--- src/rtl/modbus_rtu_pkg.sv ---
// rtl/modbus_rtu_pkg.sv - shared states and constants for the Modbus RTU receive path
package modbus_rtu_pkg;

  // Receive-frame controller states
  typedef enum logic [2:0] {
    ST_STARTUP = 3'd0,
    ST_READY   = 3'd1,
    ST_RECV    = 3'd2,
    ST_IGNORE  = 3'd3,
    ST_DROP    = 3'd4,
    ST_HOLD    = 3'd5,
    ST_FLUSH   = 3'd6
  } fsm_state_t;

  // Inter-character gap thresholds, in bit-times
  localparam int T15_MULT = 15;
  localparam int T35_MULT = 35;

  localparam logic [7:0] BROADCAST_ADDR = 8'h00;

  // Smallest legal frame: address, function code and two CRC bytes
  localparam int MIN_LEN_DEFAULT = 4;

endpackage

--- src/rtl/modbus_gap_timer.sv ---
// rtl/modbus_gap_timer.sv - line-silence counter flagging 1.5T and 3.5T gaps
module modbus_gap_timer
  import modbus_rtu_pkg::*;
#(
  parameter int BPS = 5208
) (
  input  logic clk,
  input  logic rst,
  input  logic rx_done,
  input  logic rx_state,
  output logic gap15,
  output logic gap35
);

  localparam int T15_CYC = T15_MULT * BPS;
  localparam int T35_CYC = T35_MULT * BPS;
  localparam int CW      = $clog2(T35_CYC + 1);

  logic [CW-1:0] cnt;

  // Count quiet cycles since the last line activity, saturating at 3.5T
  always_ff @(posedge clk or posedge rst) begin
    if (rst) begin
      cnt <= '0;
    end else if (rx_done || rx_state) begin
      cnt <= '0;
    end else if (cnt != CW'(T35_CYC)) begin
      cnt <= cnt + CW'(1);
    end
  end

  assign gap15 = (cnt >= CW'(T15_CYC));
  assign gap35 = (cnt == CW'(T35_CYC));

endmodule

--- src/rtl/modbus_rx_frame_ctrl.sv ---
// rtl/modbus_rx_frame_ctrl.sv - Modbus RTU receive framing, address filter and frame buffer
module modbus_rx_frame_ctrl
  import modbus_rtu_pkg::*;
#(
  parameter int CLK_FREQ  = 50000000,
  parameter int BAUD_RATE = 9600,
  parameter int MAX_LEN   = 256,
  parameter int MIN_LEN   = MIN_LEN_DEFAULT
) (
  input  logic       clk,
  input  logic       rst,
  input  logic       rx_done,
  input  logic [7:0] rx_data,
  input  logic       rx_state,
  input  logic [7:0] slave_addr,
  output logic       frame_valid,
  output logic [8:0] frame_len,
  output logic       frame_bcast,
  input  logic       frame_ack,
  input  logic [7:0] rd_addr,
  output logic [7:0] rd_data,
  output logic       err_gap,
  output logic       err_len,
  output logic       err_overrun
);

  localparam int BPS = CLK_FREQ / BAUD_RATE;

  fsm_state_t state, state_next;
  logic [8:0] len, len_next;
  logic       gap15, gap35;
  logic       wr_en;
  logic [7:0] wr_addr;
  logic       gap_err_c, len_err_c, ovr_err_c;
  logic       hold_enter, recv_enter;
  logic [7:0] mem [MAX_LEN];

  modbus_gap_timer #(
    .BPS(BPS)
  ) u_gap_timer (
    .clk      (clk),
    .rst      (rst),
    .rx_done  (rx_done),
    .rx_state (rx_state),
    .gap15    (gap15),
    .gap35    (gap35)
  );

  // Frame sequencing: next state, buffer write strobe and error causes
  always_comb begin
    state_next = state;
    len_next   = len;
    wr_en      = 1'b0;
    wr_addr    = '0;
    gap_err_c  = 1'b0;
    len_err_c  = 1'b0;
    ovr_err_c  = 1'b0;
    hold_enter = 1'b0;
    recv_enter = 1'b0;
    case (state)
      ST_STARTUP: begin
        if (!rx_done && gap35) state_next = ST_READY;
      end
      ST_READY: begin
        if (rx_done) begin
          wr_en    = 1'b1;
          wr_addr  = '0;
          len_next = 9'd1;
          if (rx_data == slave_addr || rx_data == BROADCAST_ADDR) begin
            state_next = ST_RECV;
            recv_enter = 1'b1;
          end else begin
            state_next = ST_IGNORE;
          end
        end
      end
      ST_RECV: begin
        if (rx_done) begin
          if (gap15) begin
            gap_err_c  = 1'b1;
            state_next = ST_DROP;
          end else if (len == 9'(MAX_LEN)) begin
            len_err_c  = 1'b1;
            state_next = ST_DROP;
          end else begin
            wr_en    = 1'b1;
            wr_addr  = len[7:0];
            len_next = len + 9'd1;
          end
        end else if (gap35) begin
          if (len >= 9'(MIN_LEN)) begin
            state_next = ST_HOLD;
            hold_enter = 1'b1;
          end else begin
            len_err_c  = 1'b1;
            state_next = ST_READY;
          end
        end
      end
      ST_IGNORE, ST_DROP, ST_FLUSH: begin
        if (!rx_done && gap35) state_next = ST_READY;
      end
      ST_HOLD: begin
        if (rx_done) ovr_err_c = 1'b1;
        if (frame_ack) state_next = ST_FLUSH;
      end
      default: state_next = ST_STARTUP;
    endcase
  end

  // State, length and held-frame descriptor registers; error pulses
  always_ff @(posedge clk or posedge rst) begin
    if (rst) begin
      state       <= ST_STARTUP;
      len         <= '0;
      frame_len   <= '0;
      frame_bcast <= 1'b0;
      err_gap     <= 1'b0;
      err_len     <= 1'b0;
      err_overrun <= 1'b0;
    end else begin
      state       <= state_next;
      len         <= len_next;
      err_gap     <= gap_err_c;
      err_len     <= len_err_c;
      err_overrun <= ovr_err_c;
      if (hold_enter) frame_len <= len;
      if (recv_enter) frame_bcast <= (rx_data == BROADCAST_ADDR);
    end
  end

  // Frame buffer write port, owned by the sequencer
  always_ff @(posedge clk) begin
    if (wr_en) mem[wr_addr] <= rx_data;
  end

  // Free-running registered read port
  always_ff @(posedge clk or posedge rst) begin
    if (rst) rd_data <= 8'h00;
    else     rd_data <= mem[rd_addr];
  end

  assign frame_valid = (state == ST_HOLD);

endmodule

--- config.mk ---
export PLATFORM = sky130hd
export DESIGN_NAME = modbus_rx_frame_ctrl
export DESIGN_NICKNAME = d
export VERILOG_FILES = /design/src/rtl/modbus_rtu_pkg.sv /design/src/rtl/modbus_gap_timer.sv /design/src/rtl/modbus_rx_frame_ctrl.sv
export SDC_FILE = /design/constraint.sdc
export NUM_CORES = 2
export LEC_CHECK = 0
export ABC_CLOCK_PERIOD_IN_PS = 3050
export BUFFER_PORTS_ARGS = -buffer_cell sky130_fd_sc_hd__clkbuf_2
export CAP_MARGIN = 5
export CORE_AREA = 2 2 407 409
export DETAILED_ROUTE_END_ITERATION = 16
export DIE_AREA = 0 0 409 411
export HOLD_SLACK_MARGIN = 0.08
export PLACE_DENSITY_LB_ADDON = 0.15
export SYNTH_ARGS = -nofsm -noshare
export SYNTH_HDL_FRONTEND = slang
export SYNTH_SLANG_ARGS = --single-unit
--- constraint.sdc ---
create_clock -name clk -period 3.05 [get_ports clk]
set_input_delay 0.7625 -clock clk [delete_from_list [all_inputs] [get_ports clk]]
set_output_delay 0.7625 -clock clk [all_outputs]
set_load 0.01 [all_outputs]
* Word level (Yosys, flattened, before mapping)
Memories as Yosys holds them, arrays and structs flattened. A register that Yosys moved wholly into a read port is not among the register bits. Index checks and enable logic that the tools add are counted.
Storage, ports and cells: register bits 43, memory bits (writable) 2048, input bits 29, logic and storage cells 87, memories kept 1
Memories:
- mem | words 256, width 8, rd ports 1, clocked after Yosys merged registers in 1, write ports 1, RTL line modbus_rx_frame_ctrl.sv:36 | logic [7:0] mem [MAX_LEN];
Operators by class: equality and inequality tests 18, muxes and demuxes 45, reductions and logical operators 11, order comparisons 2, $add $sub $neg 2
Operators by type and width (number):
- two-way mux 18 bit | 2
- two-way mux 9 bit | 4
- two-way mux 8 bit | 4
- two-way mux 1 bit | 24
- two-way mux 3 bit | 8
- adder 18 x 1 -> 18 bit (second input constant) | 1
- == test 18 bit (second input constant) | 1
- >= comparator 18 x 17 -> 1 bit (second input constant) | 1
- inequality test 18 bit (second input constant) | 1
- one-hot mux 9 bit (2 select lines) | 1
- one-hot mux 3 bit (4 select lines) | 1
- AND reduction 5 bit | 2
- adder 9 x 1 -> 9 bit (second input constant) | 1
- == test 3 bit (second input constant) | 3
- == test 9 bit (second input constant) | 1
- >= comparator 9 x 3 -> 1 bit (second input constant) | 1
- == test 8 bit | 1
- zero test 8 bit | 1
- inequality test 2 bit (second input constant) | 4
- == test 3 x 2 -> 1 bit (second input constant) | 2
- inequality test 2 x 1 -> 1 bit (second input constant) | 2
- inequality test 4 bit (second input constant) | 1
- nonzero test 2 bit | 2
- OR reduction 4 bit | 1
- 7 further kinds | 8

* Depth between registers and ports, before layout
depth in word-level cells 7, mapped depth 11, mapped depth without buffers 8

* Hierarchy
From an unflattened synthesis, not the netlist that was laid out.
Second synthesis, totals: cells, all modules 3939, area total of the unflattened synthesis 82145.0 um2
By module, submodules not included:
- modbus_rx_frame_ctrl | cells an instance 3826, area an instance 81102.8 um2, times used 1, seq. area each 62324.8 um2
- modbus_gap_timer | cells an instance 113, area an instance 1042.2 um2, times used 1, seq. area each 450.4 um2

* Worst setup path after synthesis
OpenSTA, ideal clock, no wires.
path type input -> register, start point in rx_done, end point mem mem[105][0], enable pin, arrival 2.668 ns, data required time 2.680 ns, setup time 0.370 ns, path slack 0.012 ns, stages on the path 8, cells stage by stage buf_2 and2b_1 nand2b_4 nor4_4 nor3b_4 nand2_2 buf_2 nor2_1
On the way: word-level cells in the longest chain between the ends 4, elaborated cells on any way between the ends 7, those cells by class mux: 7
RTL lines:
- start: declaration | RTL line modbus_rx_frame_ctrl.sv:12 | input logic rx_done,
- two-way mux 1 bit, on equally long branches | RTL line modbus_rx_frame_ctrl.sv:78, modbus_rx_frame_ctrl.sv:65
- one-hot mux 1 bit (2 select lines) | RTL line modbus_rx_frame_ctrl.sv:60 | case (state)
- two-way mux 1 bit | RTL line modbus_rx_frame_ctrl.sv:134 | if (wr_en) mem[wr_addr] <= rx_data;
- two-way mux 1 bit (implied by the code) | RTL line modbus_rx_frame_ctrl.sv:134
- end: declaration | RTL line modbus_rx_frame_ctrl.sv:36
Several ways; a longest one is shown, not always the timed one.

==> flow_summary_export.csv <==
group,metric,value,unit
status,status,"completed",
sta,worst_pin_slew,1280,ps
critical_path,worstSetupStartpointType,"primary input",
cts,clk_pin_slew,60,ps
final_layout,final_cell_mix,"edfxtp_1, buf_4, mux4_2, nor2_1, clkbuf_16",
synth,synth-main-ff-cell,"edfxtp_1",
critical_path,cp.required,3780,ps
cts,cts_tree,"built",
final_layout,finalNetCount,4677,
floorplanning,rows,149,
critical_path,end_kind,"flop",
critical_path,crit_arrival,3670,ps
sta,max_freq,341,MHz
worst_hold_path,hold_path.class,"in -> reg",
floorplanning,core,164000,µm²
sta,fin_setup_tns,0,ps
synth,postSynthNetCount,3989,
placed_design,dp_hpwl,130000,µm
global_routing,grt_pass1_vias,42747,
cts,cts_max_level,4,
synth,synth_top_family_by_area,"multiplexers",
floorplanning,die_width,409,µm
global_routing,overflow,0,
synth,ys_seq_elements,2099,
sta,relSlewSlack,14.8,%
critical_path,worstPathCellList,"buf_8 > buf_12 > buf_12 > mux4_2 > a22oi_1 > a21oi_1 > nor4_1 > buf_4 > nor4_1",
placed_design,gp_congestion,0.848,
synth,yosys_warnings,0,
global_routing,grt_first_pass_wirelength,298000,µm
synth,async_flop_share,2.43,%
synth,seq_area_frac_synth,77.0,%
synth,synthCells,3956,
detailed_routing,drtPass1Iterations,6,
detailed_routing,route.vias.total,41973,
placed_design,io_buffer_count,50,
pwr,max-vdd-ir-drop,0.000674,V
detailed_routing,drc,0,
floorplanning,pin_count,51,
critical_path,path_class,"in -> reg",
cts,cts_buffers,210,
synth,synth_compound_area_share,3.76,%
synth,synth_fa_ha_area_share,0.0614,%
sta,finalCriticalPeriod,2940,ps
floorplanning,start_util,49.7,%
sta,grt_setup_unrepaired,"false",
detailed_routing,drt-initial-drc-count,4788,
sta,final_max_slew_viol_count,0,
detailed_routing,post_drt_via_cell_ratio,5.99,
cts,cts_root_buf,"clkbuf_16",
critical_path,max_stage_delay,890,ps
critical_path,crit_fanout,26,
sta,hold_viol_final,0,
cts,clk_latency,850,ps
sta,fin_crit_sh,96.2,%
floorplanning,fp.dieArea,168000,µm²
synth,synthXorXnorAreaFrac,0.312,%
synth,synth_cell_types,74,
global_routing,grt_max_degree,196,
synth,synthMuxAreaShare,14.1,%
synth,synth-simple-area-share,3.12,%
global_routing,grtUsageTotal,24.6,%
sta,hold_ws,225,ps
final_layout,final_common_cell,"edfxtp_1",
final_layout,drive_gt1_share,31.7,%
detailed_routing,wire_per_inst,29.2,µm
global_routing,antenna_found_initial,6,
final_layout,nFillCells,11822,
critical_path,slowest_stage,"nor4_1",
final_layout,fin_util,58.8,%
synth,synth-edff-count,2048,
pwr,power_leakage,31.7,nW
sta,finalSetupViolCount,0,
synth,syn-cell-area,81500,µm²
flow_run,cap_violations,0,
cts,clk_path_buf_depth,3,
cts,cts.sinks,2099,
sta,finClkSkew,43.7,ps
floorplanning,die_h,411,µm
synth,syn_area_per_cell,20.6,µm²
detailed_routing,ant_nets,0,
detailed_routing,routed_wl,205000,µm
pwr,power.density,630,nW/µm²
final_layout,syn_to_final_growth,18.3,%
synth_stat cells, drive strengths merged, types with 4 or more instances:
| library cell | instances | share of area [%] |
|---|---|---|
| a211oi | 18 | 0.17 |
| a21oi | 112 | 0.69 |
| a221o | 7 | 0.086 |
| a221oi | 8 | 0.086 |
| a22oi | 187 | 1.7 |
| a31oi | 8 | 0.061 |
| and2 | 8 | 0.061 |
| and3 | 10 | 0.077 |
| and3b | 5 | 0.054 |
| buf | 169 | 1.2 |
| clkbuf | 77 | 0.35 |
| dfrtp | 51 | 1.6 |
| edfxtp | 2048 | 75 |
| ha | 4 | 0.061 |
| inv | 8 | 0.037 |
| mux2 | 16 | 0.22 |
| mux2i | 123 | 1.5 |
| mux4 | 448 | 12 |
| nand2 | 43 | 0.21 |
| nand2b | 11 | 0.094 |
| nand3 | 24 | 0.18 |
| nand3b | 5 | 0.046 |
| nand4 | 14 | 0.13 |
| nor2 | 318 | 1.5 |
| nor2b | 12 | 0.092 |
| nor3 | 17 | 0.12 |
| nor3b | 6 | 0.069 |
| nor4 | 44 | 0.36 |
| o21a | 5 | 0.046 |
| o21ai | 24 | 0.15 |
| o21bai | 6 | 0.055 |
| o221ai | 26 | 0.28 |
| o22ai | 30 | 0.23 |
| or2 | 4 | 0.031 |
| or3 | 4 | 0.031 |
| xnor2 | 15 | 0.16 |
| xor2 | 14 | 0.15 |
cells by family after synthesis:
group / Yosys count
DFF: 2099
muxes: 587
and+or+nand+nor: 534
AOI/OAI and AO/OA: 449
buffers and inverters: 254
xor gates and xnor gates: 29
adders and majority gates: 4
critical path, delay by kind of cell:
kind	cells	cell delay [ps]
muxes	1	520
and+or+nand+nor	2	940
AOI/OAI and AO/OA	2	460
buffers and inverters	4	950
per-stage QoR:
stage / power [mW] / setup WS (ps) / area [µm²] / cells
final: 60.7 / 114 / 96400 / 7008
after global routing: 62.5 / 11.5 / 96400 / 7007
after CTS: 61.2 / 51.1 / 96400 / 7007
after detailed placement: 36.1 / -1060 / 89600 / 6620
after global placement: 36.0 / -979 / 89600 / 6620
after floorplan: 34.1 / 12.2 / 81500 / 3956
where the power goes:
group / internal [mW] / switching (mW)
clock network: 14.4 / 10.9
logic: 1.44 / 2.12
registers: 31.8 / 0.117
total: 47.6 / 13.1
timing repair:
item                                    4_1_cts  5_1_grt
hold endpoints to repair                     28        0
endpoints found under the setup margin        1        2
buffers inserted                              0        0
hold buffers                                  1        0
gates resized for setup                       1        2
per-layer routing:
| metal | track usage, % | routed length, µm |
|---|---|---|
| met1 | 35.7 | 86900 |
| met2 | 39.3 | 98600 |
| met3 | 4.11 | 14900 |
| met4 | 6.02 | 4150 |
| met5 | 0 | 34 |
final timing paths:
| check | cells after the start | startpoint | slack, ps | end |
|---|---|---|---|---|
| min in group asynchronous | 3 | rst | 540 | frame_len[6]$_DFFE_PP0P_ |
| worst max-delay path | 9 | rd_addr[0] | 110 | rd_data[2]$_DFF_PP0_ |
| worst max register to register | 10 | u_gap_timer.cnt[9]$_DFFE_PP0P_ | 210 | mem[243][6]$_DFFE_PP_ |
| worst min register to register | 1 | frame_len[3]$_DFFE_PP0P_ | 510 | frame_len[3]$_DFFE_PP0P_ |
| max in group asynchronous | 4 | rst | 1860 | rd_data[4]$_DFF_PP0_ |
| worst min-delay path | 1 | rx_data[7] | 230 | mem[83][7]$_DFFE_PP_ |
final cells by class:
cell class	count	area, µm²	share of cell area [%]
inverter	8	30.0	0.0311
sequential	2099	62800	65.1
antenna	1	2.50	0.00260
clock buffer	268	5570	5.78
timing repair buffer	722	6620	6.87
clock inverter	118	1170	1.21
multi-input combinational	1603	17500	18.1
tap	2189	2740	2.84
flip-flops by register name, indices dropped and copies added, names as in the netlist:
| register | cells |
|---|---|
| u_gap_timer.cnt | 18 |
| state | 3 |
| frame_len | 9 |
| err_len | 1 |
| err_overrun | 1 |
| mem | 2048 |
| rd_data | 8 |
| len | 9 |
| err_gap | 1 |
| frame_bcast | 1 |
Note: power is estimated with default switching activity, not from simulation.
